===== config.mk =====
export PLATFORM = sky130hd
export DESIGN_NAME = trap_ctrl_flat
export DESIGN_NICKNAME = d
export VERILOG_FILES = /design/src/rtl/trap_ctrl_if.sv /design/src/rtl/trap_ctrl.sv /design/src/flat_wrapper.sv
export SDC_FILE = /design/constraint.sdc
export NUM_CORES = 1
export LEC_CHECK = 0
export ABC_AREA = 0
export BUFFER_PORTS_ARGS = -buffer_cell sky130_fd_sc_hd__buf_4
export CAP_MARGIN = 10
export CORE_ASPECT_RATIO = 1.1
export CORE_MARGIN = 3
export CORE_UTILIZATION = 30
export CTS_BUF_LIST = sky130_fd_sc_hd__clkbuf_16
export DETAILED_ROUTE_END_ITERATION = 16
export GPL_TIMING_DRIVEN = 0
export PLACE_DENSITY_LB_ADDON = 0.15
export SLEW_MARGIN = 25
export SYNTH_ARGS = -nofsm -noshare
export SYNTH_HDL_FRONTEND = slang
export SYNTH_SLANG_ARGS = --single-unit
export TNS_END_PERCENT = 50

===== constraint.sdc =====
create_clock -name clk -period 7.15 [get_ports clk]
set_input_delay 0.3575 -clock clk [delete_from_list [all_inputs] [get_ports clk]]
set_output_delay 0.3575 -clock clk [all_outputs]
set_load 0.01 [all_outputs]

===== src/rtl/trap_ctrl_if.sv =====
// -----------------------------------------------------------------------------
// trap_ctrl_if
//
// Bundles the interrupt, CSR, pipeline and fetch-redirect signals of the trap
// sequencer. The clock and reset stay plain ports on the module.
//
// Modports:
//   slave  - used by trap_ctrl: takes interrupt levels, CSR values and
//            pipeline status; drives the pipeline controls, the CSR
//            trap-write port, mip_o, busy_o and trap_count_o.
//   master - used by the surrounding core (or a testbench): the mirror image.
//
// Signals (direction as seen by trap_ctrl):
//   intr_ext_i      in   machine external interrupt, level, asynchronous
//   intr_sw_i       in   machine software interrupt, level
//   intr_tmr_i      in   machine timer interrupt, level
//   mstatus_mie_i   in   mstatus.MIE
//   mie_i           in   mie CSR (bits 11/3/7 used)
//   mtvec_i         in   mtvec CSR
//   mepc_i          in   mepc CSR
//   is_mret_i       in   mret in execute stage
//   pipe_ready_i    in   pipeline may be interrupted
//   pc_resume_i     in   PC of oldest uncommitted instruction
//   stall_o         out  freeze fetch/decode
//   flush_o         out  kill in-flight instructions
//   redirect_o      out  load redirect_pc_o into PC
//   redirect_pc_o   out  fetch target
//   trap_we_o       out  CSR trap write strobe
//   mepc_wdata_o    out  value for mepc
//   mcause_wdata_o  out  value for mcause
//   mstatus_trap_o  out  MPIE=MIE, MIE=0
//   mstatus_mret_o  out  MIE=MPIE, MPIE=1
//   mip_o           out  live mip view
//   busy_o          out  sequencer not idle
//   trap_count_o    out  saturating count of traps taken
// -----------------------------------------------------------------------------
interface trap_ctrl_if #(
    parameter int CNT_W = 16
);
    logic             intr_ext_i;
    logic             intr_sw_i;
    logic             intr_tmr_i;
    logic             mstatus_mie_i;
    logic [31:0]      mie_i;
    logic [31:0]      mtvec_i;
    logic [31:0]      mepc_i;
    logic             is_mret_i;
    logic             pipe_ready_i;
    logic [31:0]      pc_resume_i;

    logic             stall_o;
    logic             flush_o;
    logic             redirect_o;
    logic [31:0]      redirect_pc_o;
    logic             trap_we_o;
    logic [31:0]      mepc_wdata_o;
    logic [31:0]      mcause_wdata_o;
    logic             mstatus_trap_o;
    logic             mstatus_mret_o;
    logic [31:0]      mip_o;
    logic             busy_o;
    logic [CNT_W-1:0] trap_count_o;

    modport slave (
        input  intr_ext_i, intr_sw_i, intr_tmr_i, mstatus_mie_i, mie_i,
               mtvec_i, mepc_i, is_mret_i, pipe_ready_i, pc_resume_i,
        output stall_o, flush_o, redirect_o, redirect_pc_o, trap_we_o,
               mepc_wdata_o, mcause_wdata_o, mstatus_trap_o, mstatus_mret_o,
               mip_o, busy_o, trap_count_o
    );

    modport master (
        output intr_ext_i, intr_sw_i, intr_tmr_i, mstatus_mie_i, mie_i,
               mtvec_i, mepc_i, is_mret_i, pipe_ready_i, pc_resume_i,
        input  stall_o, flush_o, redirect_o, redirect_pc_o, trap_we_o,
               mepc_wdata_o, mcause_wdata_o, mstatus_trap_o, mstatus_mret_o,
               mip_o, busy_o, trap_count_o
    );
endinterface


===== src/rtl/trap_ctrl.sv =====
// -----------------------------------------------------------------------------
// trap_ctrl
//
// Trap sequencer for the 3-stage RISC-V core. Arbitrates the machine
// interrupts (MEI > MSI > MTI), drains the pipeline, writes mepc/mcause/
// mstatus through the CSR trap-write port, then flushes and redirects fetch
// to the trap vector. On mret it restores mstatus and redirects to mepc.
//
// Ports:
//   clk  - clock
//   rst  - reset, asynchronous, active-high
//   bus  - trap_ctrl_if.slave (interrupts, CSR values, pipeline controls,
//          CSR trap-write port, status outputs)
//
// Parameters:
//   INTR_SYNC - synchronizer flops on intr_ext_i (0..3, 0 = used directly)
//   CNT_W     - width of the saturating trap counter
//
// Build option:
//   TRAP_VECTORED_EN - when defined, mtvec mode 01 selects vectored entry
//                      (base + 4*code). Otherwise mtvec[1:0] is ignored and
//                      every trap enters at the base address.
//
// Sequence: IDLE -> (DRAIN)* -> SAVE -> REDIR -> IDLE, or IDLE -> MRET -> IDLE.
// -----------------------------------------------------------------------------
module trap_ctrl #(
    parameter int INTR_SYNC = 2,
    parameter int CNT_W     = 16
) (
    input  logic      clk,
    input  logic      rst,
    trap_ctrl_if.slave bus
);

    localparam logic [2:0] S_IDLE  = 3'd0;
    localparam logic [2:0] S_DRAIN = 3'd1;
    localparam logic [2:0] S_SAVE  = 3'd2;
    localparam logic [2:0] S_REDIR = 3'd3;
    localparam logic [2:0] S_MRET  = 3'd4;

    localparam logic [4:0] CODE_MEI = 5'd11;
    localparam logic [4:0] CODE_MSI = 5'd3;
    localparam logic [4:0] CODE_MTI = 5'd7;

    // -------------------------------------------------------------------------
    // External interrupt synchronizer
    // -------------------------------------------------------------------------
    logic ext_sync;

    generate
        if (INTR_SYNC == 0) begin : g_nosync
            assign ext_sync = bus.intr_ext_i;
        end else begin : g_sync
            logic [INTR_SYNC-1:0] sync_q;

            always_ff @(posedge clk or posedge rst) begin
                if (rst) begin
                    sync_q <= '0;
                end else begin
                    sync_q[0] <= bus.intr_ext_i;
                    for (int i = 1; i < INTR_SYNC; i++) begin
                        sync_q[i] <= sync_q[i-1];
                    end
                end
            end

            assign ext_sync = sync_q[INTR_SYNC-1];
        end
    endgenerate

    // -------------------------------------------------------------------------
    // Pending / enable evaluation and fixed-priority cause selection
    // -------------------------------------------------------------------------
    logic [31:0] mip_live;
    logic        pend_ext;
    logic        pend_sw;
    logic        pend_tmr;
    logic        take;
    logic [4:0]  code_sel;

    always_comb begin
        mip_live     = 32'd0;
        mip_live[11] = ext_sync;
        mip_live[7]  = bus.intr_tmr_i;
        mip_live[3]  = bus.intr_sw_i;
    end

    assign pend_ext = mip_live[11] & bus.mie_i[11];
    assign pend_sw  = mip_live[3]  & bus.mie_i[3];
    assign pend_tmr = mip_live[7]  & bus.mie_i[7];
    assign take     = bus.mstatus_mie_i & (pend_ext | pend_sw | pend_tmr);

    always_comb begin
        code_sel = CODE_MTI;
        if (pend_ext) begin
            code_sel = CODE_MEI;
        end else if (pend_sw) begin
            code_sel = CODE_MSI;
        end
    end

    // -------------------------------------------------------------------------
    // State and captured trap context
    // -------------------------------------------------------------------------
    logic [2:0]       state_q,    state_d;
    logic [4:0]       cause_q,    cause_d;
    logic [31:0]      epc_q,      epc_d;
    logic [31:0]      mcause_q,   mcause_d;
    logic [31:0]      redir_pc_q, redir_pc_d;
    logic [CNT_W-1:0] cnt_q,      cnt_d;

    // Trap entry address, evaluated from the latched cause.
    logic [31:0] tvec_base;
    logic [31:0] trap_target;

    assign tvec_base = {bus.mtvec_i[31:2], 2'b00};

`ifdef TRAP_VECTORED_EN
    // Only mode 01 vectors; modes 00 and 1x enter at the base address.
    assign trap_target = (bus.mtvec_i[1:0] == 2'b01)
                       ? tvec_base + {25'd0, cause_q, 2'b00}
                       : tvec_base;
`else
    assign trap_target = tvec_base;
`endif

    always_comb begin
        state_d    = state_q;
        cause_d    = cause_q;
        epc_d      = epc_q;
        mcause_d   = mcause_q;
        redir_pc_d = redir_pc_q;
        cnt_d      = cnt_q;

        case (state_q)
            S_IDLE: begin
                // mret wins over a simultaneous interrupt; the interrupt is
                // simply re-evaluated once mret has restored mstatus.
                if (bus.is_mret_i) begin
                    state_d    = S_MRET;
                    redir_pc_d = {bus.mepc_i[31:2], 2'b00};
                end else if (take) begin
                    cause_d = code_sel;
                    if (bus.pipe_ready_i) begin
                        epc_d    = bus.pc_resume_i;
                        mcause_d = {1'b1, 26'd0, code_sel};
                        state_d  = S_SAVE;
                    end else begin
                        state_d = S_DRAIN;
                    end
                end
            end

            S_DRAIN: begin
                // Cause was fixed at decision time; sources dropping now do
                // not cancel the trap.
                if (bus.pipe_ready_i) begin
                    epc_d    = bus.pc_resume_i;
                    mcause_d = {1'b1, 26'd0, cause_q};
                    state_d  = S_SAVE;
                end
            end

            S_SAVE: begin
                redir_pc_d = trap_target;
                state_d    = S_REDIR;
            end

            S_REDIR: begin
                if (cnt_q != {CNT_W{1'b1}}) begin
                    cnt_d = cnt_q + CNT_W'(1);
                end
                state_d = S_IDLE;
            end

            S_MRET: begin
                state_d = S_IDLE;
            end

            default: begin
                state_d = S_IDLE;
            end
        endcase
    end

    always_ff @(posedge clk or posedge rst) begin
        if (rst) begin
            state_q    <= S_IDLE;
            cause_q    <= 5'd0;
            epc_q      <= 32'd0;
            mcause_q   <= 32'd0;
            redir_pc_q <= 32'd0;
            cnt_q      <= '0;
        end else begin
            state_q    <= state_d;
            cause_q    <= cause_d;
            epc_q      <= epc_d;
            mcause_q   <= mcause_d;
            redir_pc_q <= redir_pc_d;
            cnt_q      <= cnt_d;
        end
    end

    // -------------------------------------------------------------------------
    // Outputs: strobes decode directly from the state, data outputs are
    // registered so they hold their last value between sequences.
    // -------------------------------------------------------------------------
    assign bus.stall_o        = (state_q == S_DRAIN) || (state_q == S_SAVE);
    assign bus.trap_we_o      = (state_q == S_SAVE);
    assign bus.mstatus_trap_o = (state_q == S_SAVE);
    assign bus.redirect_o     = (state_q == S_REDIR) || (state_q == S_MRET);
    assign bus.flush_o        = (state_q == S_REDIR) || (state_q == S_MRET);
    assign bus.mstatus_mret_o = (state_q == S_MRET);
    assign bus.busy_o         = (state_q != S_IDLE);

    assign bus.mepc_wdata_o   = {epc_q[31:2], 2'b00};
    assign bus.mcause_wdata_o = mcause_q;
    assign bus.redirect_pc_o  = redir_pc_q;
    assign bus.trap_count_o   = cnt_q;

    // The software/timer levels are live inputs; hold the view at zero while
    // reset is asserted so every output reads 0 during reset.
    assign bus.mip_o = rst ? 32'd0 : mip_live;

    // Bits that are architecturally present on the inputs but not consumed.
    logic unused_bits;
`ifdef TRAP_VECTORED_EN
    assign unused_bits = ^{bus.mie_i[31:12], bus.mie_i[10:8], bus.mie_i[6:4],
                           bus.mie_i[2:0], bus.mepc_i[1:0], epc_q[1:0]};
`else
    assign unused_bits = ^{bus.mie_i[31:12], bus.mie_i[10:8], bus.mie_i[6:4],
                           bus.mie_i[2:0], bus.mepc_i[1:0], epc_q[1:0],
                           bus.mtvec_i[1:0]};
`endif

endmodule


===== src/flat_wrapper.sv =====
// flat-port wrapper written by rule: the top's interface ports become plain ports
module trap_ctrl_flat 
#(
    parameter int INTR_SYNC = 2,
    parameter int CNT_W     = 16
)
  (clk, rst, bus_intr_ext_i, bus_intr_sw_i, bus_intr_tmr_i, bus_mstatus_mie_i, bus_mie_i, bus_mtvec_i, bus_mepc_i, bus_is_mret_i, bus_pipe_ready_i, bus_pc_resume_i, bus_stall_o, bus_flush_o, bus_redirect_o, bus_redirect_pc_o, bus_trap_we_o, bus_mepc_wdata_o, bus_mcause_wdata_o, bus_mstatus_trap_o, bus_mstatus_mret_o, bus_mip_o, bus_busy_o, bus_trap_count_o);
  trap_ctrl_if #(.CNT_W(CNT_W)) bus_i ();
  input  logic clk;
  input  logic rst;
  input wire logic [$bits(bus_i.intr_ext_i)-1:0] bus_intr_ext_i;
  input wire logic [$bits(bus_i.intr_sw_i)-1:0] bus_intr_sw_i;
  input wire logic [$bits(bus_i.intr_tmr_i)-1:0] bus_intr_tmr_i;
  input wire logic [$bits(bus_i.mstatus_mie_i)-1:0] bus_mstatus_mie_i;
  input wire logic [$bits(bus_i.mie_i)-1:0] bus_mie_i;
  input wire logic [$bits(bus_i.mtvec_i)-1:0] bus_mtvec_i;
  input wire logic [$bits(bus_i.mepc_i)-1:0] bus_mepc_i;
  input wire logic [$bits(bus_i.is_mret_i)-1:0] bus_is_mret_i;
  input wire logic [$bits(bus_i.pipe_ready_i)-1:0] bus_pipe_ready_i;
  input wire logic [$bits(bus_i.pc_resume_i)-1:0] bus_pc_resume_i;
  output wire logic [$bits(bus_i.stall_o)-1:0] bus_stall_o;
  output wire logic [$bits(bus_i.flush_o)-1:0] bus_flush_o;
  output wire logic [$bits(bus_i.redirect_o)-1:0] bus_redirect_o;
  output wire logic [$bits(bus_i.redirect_pc_o)-1:0] bus_redirect_pc_o;
  output wire logic [$bits(bus_i.trap_we_o)-1:0] bus_trap_we_o;
  output wire logic [$bits(bus_i.mepc_wdata_o)-1:0] bus_mepc_wdata_o;
  output wire logic [$bits(bus_i.mcause_wdata_o)-1:0] bus_mcause_wdata_o;
  output wire logic [$bits(bus_i.mstatus_trap_o)-1:0] bus_mstatus_trap_o;
  output wire logic [$bits(bus_i.mstatus_mret_o)-1:0] bus_mstatus_mret_o;
  output wire logic [$bits(bus_i.mip_o)-1:0] bus_mip_o;
  output wire logic [$bits(bus_i.busy_o)-1:0] bus_busy_o;
  output wire logic [$bits(bus_i.trap_count_o)-1:0] bus_trap_count_o;
  assign bus_i.intr_ext_i = bus_intr_ext_i;
  assign bus_i.intr_sw_i = bus_intr_sw_i;
  assign bus_i.intr_tmr_i = bus_intr_tmr_i;
  assign bus_i.mstatus_mie_i = bus_mstatus_mie_i;
  assign bus_i.mie_i = bus_mie_i;
  assign bus_i.mtvec_i = bus_mtvec_i;
  assign bus_i.mepc_i = bus_mepc_i;
  assign bus_i.is_mret_i = bus_is_mret_i;
  assign bus_i.pipe_ready_i = bus_pipe_ready_i;
  assign bus_i.pc_resume_i = bus_pc_resume_i;
  assign bus_stall_o = bus_i.stall_o;
  assign bus_flush_o = bus_i.flush_o;
  assign bus_redirect_o = bus_i.redirect_o;
  assign bus_redirect_pc_o = bus_i.redirect_pc_o;
  assign bus_trap_we_o = bus_i.trap_we_o;
  assign bus_mepc_wdata_o = bus_i.mepc_wdata_o;
  assign bus_mcause_wdata_o = bus_i.mcause_wdata_o;
  assign bus_mstatus_trap_o = bus_i.mstatus_trap_o;
  assign bus_mstatus_mret_o = bus_i.mstatus_mret_o;
  assign bus_mip_o = bus_i.mip_o;
  assign bus_busy_o = bus_i.busy_o;
  assign bus_trap_count_o = bus_i.trap_count_o;
  trap_ctrl #(.INTR_SYNC(INTR_SYNC), .CNT_W(CNT_W)) u_core (.clk(clk), .rst(rst), .bus(bus_i));
endmodule

# Yosys cells after proc, flatten, opt, wreduce, memory -nomap -nowiden
# Index checks and enable logic that the tools add are counted.
[totals]
register_bits = 122
inputBits = 136
out_inout_bits = 151
word_cells = 57
[op_classes]
addsub = 1
n_eq_ne = 11
n_mux = 19
bitwise = 7
n_reduce_logical = 12
[op_table]
columns = ["op", "n"]
rows = [
  ["two-way mux 32 bit", 8],
  ["one-hot mux 32 bit (2 select lines)", 3],
  ["adder 16 x 1 -> 16 bit, second input constant", 1],
  ["!= test 16 bit, second input constant", 1],
  ["two-way mux 12 bit", 1],
  ["two-way mux 3 bit", 4],
  ["one-hot mux 3 bit (3 select lines)", 1],
  ["!= test 2 bit, second input constant", 4],
  ["equality test 3 x 2 -> 1 bit, second input constant", 2],
  ["AND reduction 2 bit", 3],
  ["AND reduction 3 bit", 2],
  ["two-way mux 5 bit", 1],
  ["AND reduction 5 bit", 1],
  ["bitwise AND 1 bit", 4],
  ["nonzero test 2 bit", 2],
  ["equality test 3 x 1 -> 1 bit, second input constant", 1],
  ["equality test 3 bit, second input constant", 1],
  ["logical NOT 3 bit", 1],
  ["!= test 3 x 2 -> 1 bit, second input constant", 1],
  ["nonzero test 3 bit", 1],
  ["logical OR 1 bit", 2],
  ["two-way mux 2 bit", 1],
  ["!= test 2 x 1 -> 1 bit, second input constant", 1],
  ["bitwise OR 1 bit", 2],
  ["inverter 1 bit", 1],
]

# Logic depth before layout (Yosys ltp)
[depth]
ltp_word = 7
depth_mapped = 7
ltp_nobuf = 5

# Least setup slack after synthesis
# No wires, ideal clock.
[synth_timing]
path_kind = "reg-to-output"
start = "register u_core.state_q[0]"
end = "output port bus_trap_we_o"
t_arrival_ns = 1.562
t_required_ns = 6.793
setup_slack_ns = 5.231
path_stages_with_launch = 5
cell_sequence = "dfrtp_1 -> buf_2 -> nor3b_1 -> clkbuf_1 -> buf_4"
[synth_between]
elab_chain_len = 1
[synth_lines]
columns = ["element", "line_no", "rtl"]
rows = [
  ["from (decl)", "trap_ctrl.sv:105", "logic [2:0] state_q, state_d;"],
  ["from (signal assigned)", "trap_ctrl.sv:195", "state_q <= state_d;"],
  ["equality test 3 x 2 -> 1 bit", "--", ""],
  ["to (decl)", "flat_wrapper.sv:25", "output wire logic [$bits(bus_i.trap_we_o)-1:0] bus_trap_we_o;"],
]
# No other way between the ends.

# Worst setup path after layout
[layout_timing]
start = "register u_core.state_q[0]"
end = "output port bus_trap_we_o"
[layout_between]
elab_chain_len = 1
[layout_lines]
columns = ["element", "line_no", "rtl"]
rows = [
  ["equality test 3 x 2 -> 1 bit", "trap_ctrl.sv:209", "assign bus.trap_we_o = (state_q == S_SAVE);"],
]
# No other way between the ends.

==> results.md <==
* Crit path cell chain: buf_2 -> nor3b_1 -> clkbuf_1 -> buf_4 -> buf_4
* Simple-gate portion of the synthesized area at 9.72%
* Clk_lat worst skew at 0.34 ns
* Die area at 16300 sq um
* TritonCTS clock tree: done
* GPL Wtd Cong at 0.777
* Pin count of the biggest net entering global routing at 50
* Fraction of registers with async set/reset at 100%
* Total GRT Usage at 13.8%
* First-pass GRT wire length at 17700 microns
* Iter 0 DRT Violations at 82
* Sink Count at 88
* Num CTS Buffers at 9
* Hold_ws at 0.0410 ns
* Final setup fails at 0
* Setup slack at placement at 4.62 ns
* Max rail drop VDD at 0.000145 V
* Yosys top cell area share at 49.7%
* IO buf count at 191
* GR Overflow Total at 0
* Fin worst setup slack at 4.35 ns
* Nets@finish at 784
* GR Util met2 at 22.7%
* Post-synthesis xor/xnor area fraction at 2.57%
* Synth Area in Compound Gates at 6.02%
* Max_slew headroom at 36.2%
* Initial antenna violation count at 0
* Met1 global-route usage at 16.7%
* Most Used Layer, Global Route: met2
* WP data arrival at 2.44 ns
* Initial core utilization at 31.3%
* Via/cell ratio at 4.18
* DP Wirelength at 8860 microns
* Post-synthesis sequential area ratio at 49.7%
* Biggest cell delay along the critical path at 0.80 ns
* Crit share post-route at 39.1%
* Most used cell, CP: buf_4
* Crit path buf inv count at 4
* Min cycle time layout at 2.80 ns
* Wire per inst at 13.5 microns
* Commonest cells after routing, fill and taps aside: buf_4, dfrtp_1, conb_1
* Crit path max-delay cell type: nor3b_1
* Number of fill cells at 1358
* Post-CTS Resized at 0
* Antenna-violating nets left at 0
* Vias in the first global route at 3482
* Adder-cell area share of the yosys netlist at 0.283%
* Setup crit start kind: flip-flop
* H-tree levels at 3
* Hold Vio Cnt, Final at 0
* Setup TNS at 0 ns
* Max cap viols at 0
* Combinational family with the most area after synthesis: multiplexers
* Pwr Total at 0.00235 W
* Kind of critical path: flip-flop to output port
* # DRC at 0
* Syn. warnings at 0
* Commonest non-fill, non-tap cell in the layout: buf_4
* Synth top area cells: dfrtp_1, buf_4, mux2_4
* Status: finished, final reports clean
* Rows at 45
* Clock root buffer: clkbuf_16
* Synthesis-stage register bit count at 88
* Postcts setup bufs at 0
* CTS Hold Buffers Added at 0
* Worst-Margin Slew at 0.955 ns
* Primary flip-flop cell chosen by synthesis mapping: dfrtp_1
* Area of the core at 14100 sq um
* Cell count after synthesis at 385
* Number of flops mapped to enable cells by yosys at 0
* Drt pass-1 iters at 4
* Ports at 287
* Synth Area per Inst at 11.5 sq um
* Mux share of post-synthesis cell area at 17.7%
* Final number of max-transition violations at 0
* Die height at 133 microns
* Met3 GRT Util at 4.71%
* Worst hold path class: input port to asynchronous set/reset pin
* Antenna diodes at 0
* Yosys top cell by area: dfrtp_1
* Chip width at 122 microns
* Share of cells above drive strength 1 at 48.6%
* Setup Skew at 0.00326 ns
* Achievable Freq at 357 MHz
* Vias at 3512
* Static leakage at 3.46 nW
* Total routed wirelength at 11300 microns
* Clk buf depth at 2
* Netlist cell types at 41
* RSZ-0062 raised after global routing: false
* PwrDens at 352 nW/um^2
* Area Overhead vs Synth at 50.7%
* Worst Path Required at 6.79 ns
* Reg clk slew, reported paths at 0.06 ns
* CP top delay family: buffers and inverters
* Crit end category: output port
* Mapped Area at 4430 sq um
* Critical path fanouts, max at 11
## synthesized netlist by cell type (3+ instances only)
cell,instances
buf_4,63
buf_2,5
and3_1,5
nor2b_1,4
a21oi_1,5
buf_6,3
o21ai_0,33
mux2_2,8
inv_1,4
a31oi_1,3
nor2_1,4
xor2_1,5
nand3_1,8
nand2_1,37
dfrtp_1,88
nand4_1,7
mux2i_1,32
clkbuf_1,7
mux2_4,25
nor3b_1,3
nand2b_1,3
nor3_1,4
xnor2_1,8
## final timing paths
path	start	to	slack (ns)	cells after the start
setup / recovery	u_core.state_q[0]$_DFFE_PP0P_	bus_trap_we_o	4.35	5
hold / removal	rst	u_core.epc_q[5]$_DFFE_PP0P_	0.04	2
max in group asynchronous	rst	u_core.bus.redirect_pc_o[24]$_DFFE_PP0P_	6.54	3
setup reg to reg	u_core.state_q[0]$_DFFE_PP0P_	u_core.bus.redirect_pc_o[4]$_DFFE_PP0P_	5.05	4
min in group clk	bus_intr_ext_i	u_core.g_sync.sync_q[0]$_DFF_PP0_	0.12	1
hold reg to reg	u_core.g_sync.sync_q[0]$_DFF_PP0_	u_core.g_sync.sync_q[1]$_DFF_PP0_	0.36	0
## logic make-up (layout without fill, tap and decap cells)
family	count (synthesis)	after routing
flip-flops	88	88
AND/OR/NAND/NOR	85	85
buffers and inverters	84	292
multiplexers	65	65
AO/OA/AOI/OAI	48	48
XOR/XNOR	13	13
adder cells (fa/ha/maj)	1	1
other	1	60
## power by group
group          internal, W  total [W]  switching [W]
Sequential        0.000703   0.000820       0.000117
Clock             0.000306   0.000503       0.000197
Combinational     0.000579    0.00103       0.000448
Total              0.00159    0.00235       0.000761
## stage by stage
stage | utilization (%) | cell area (sq um) | std cells
3_3_place_gp | 44.7 | 6320 | 823
4_1_cts | 47.2 | 6670 | 840
6_report | 47.2 | 6670 | 840
2_1_floorplan | - | 4650 | 444
5_1_grt | 47.2 | 6670 | 840
3_5_place_dp | 44.9 | 6350 | 824
## cell type report
| type | count | area (sq um) | share of cell area, % |
|---|---|---|---|
| sequential | 88 | 2200 | 33.0 |
| buffer | 80 | 598 | 8.96 |
| timing repair buffer | 192 | 1460 | 21.9 |
| multi-input combinational | 272 | 1830 | 27.5 |
| clock inverter | 7 | 96.3 | 1.44 |
| inverter | 4 | 20.0 | 0.300 |
| clock buffer | 9 | 225 | 3.38 |
| tap | 188 | 235 | 3.53 |
## layer usage
metal	up-vias	wire, microns
met3	17	1040
met2	157	5390
li1	1723	-
met4	0	229
met1	1615	4670
met5	-	0
## sequential cells by signal (all words and copies together), names as in the netlist
| name | flops |
|---|---|
| u_core.g_sync.sync_q | 2 |
| u_core.bus.trap_count_o | 16 |
| u_core.bus.redirect_pc_o | 30 |
| u_core.state_q | 3 |
| u_core.bus.mcause_wdata_o | 4 |
| u_core.epc_q | 30 |
| u_core.cause_q | 3 |
(Power assumes the default switching activity.)
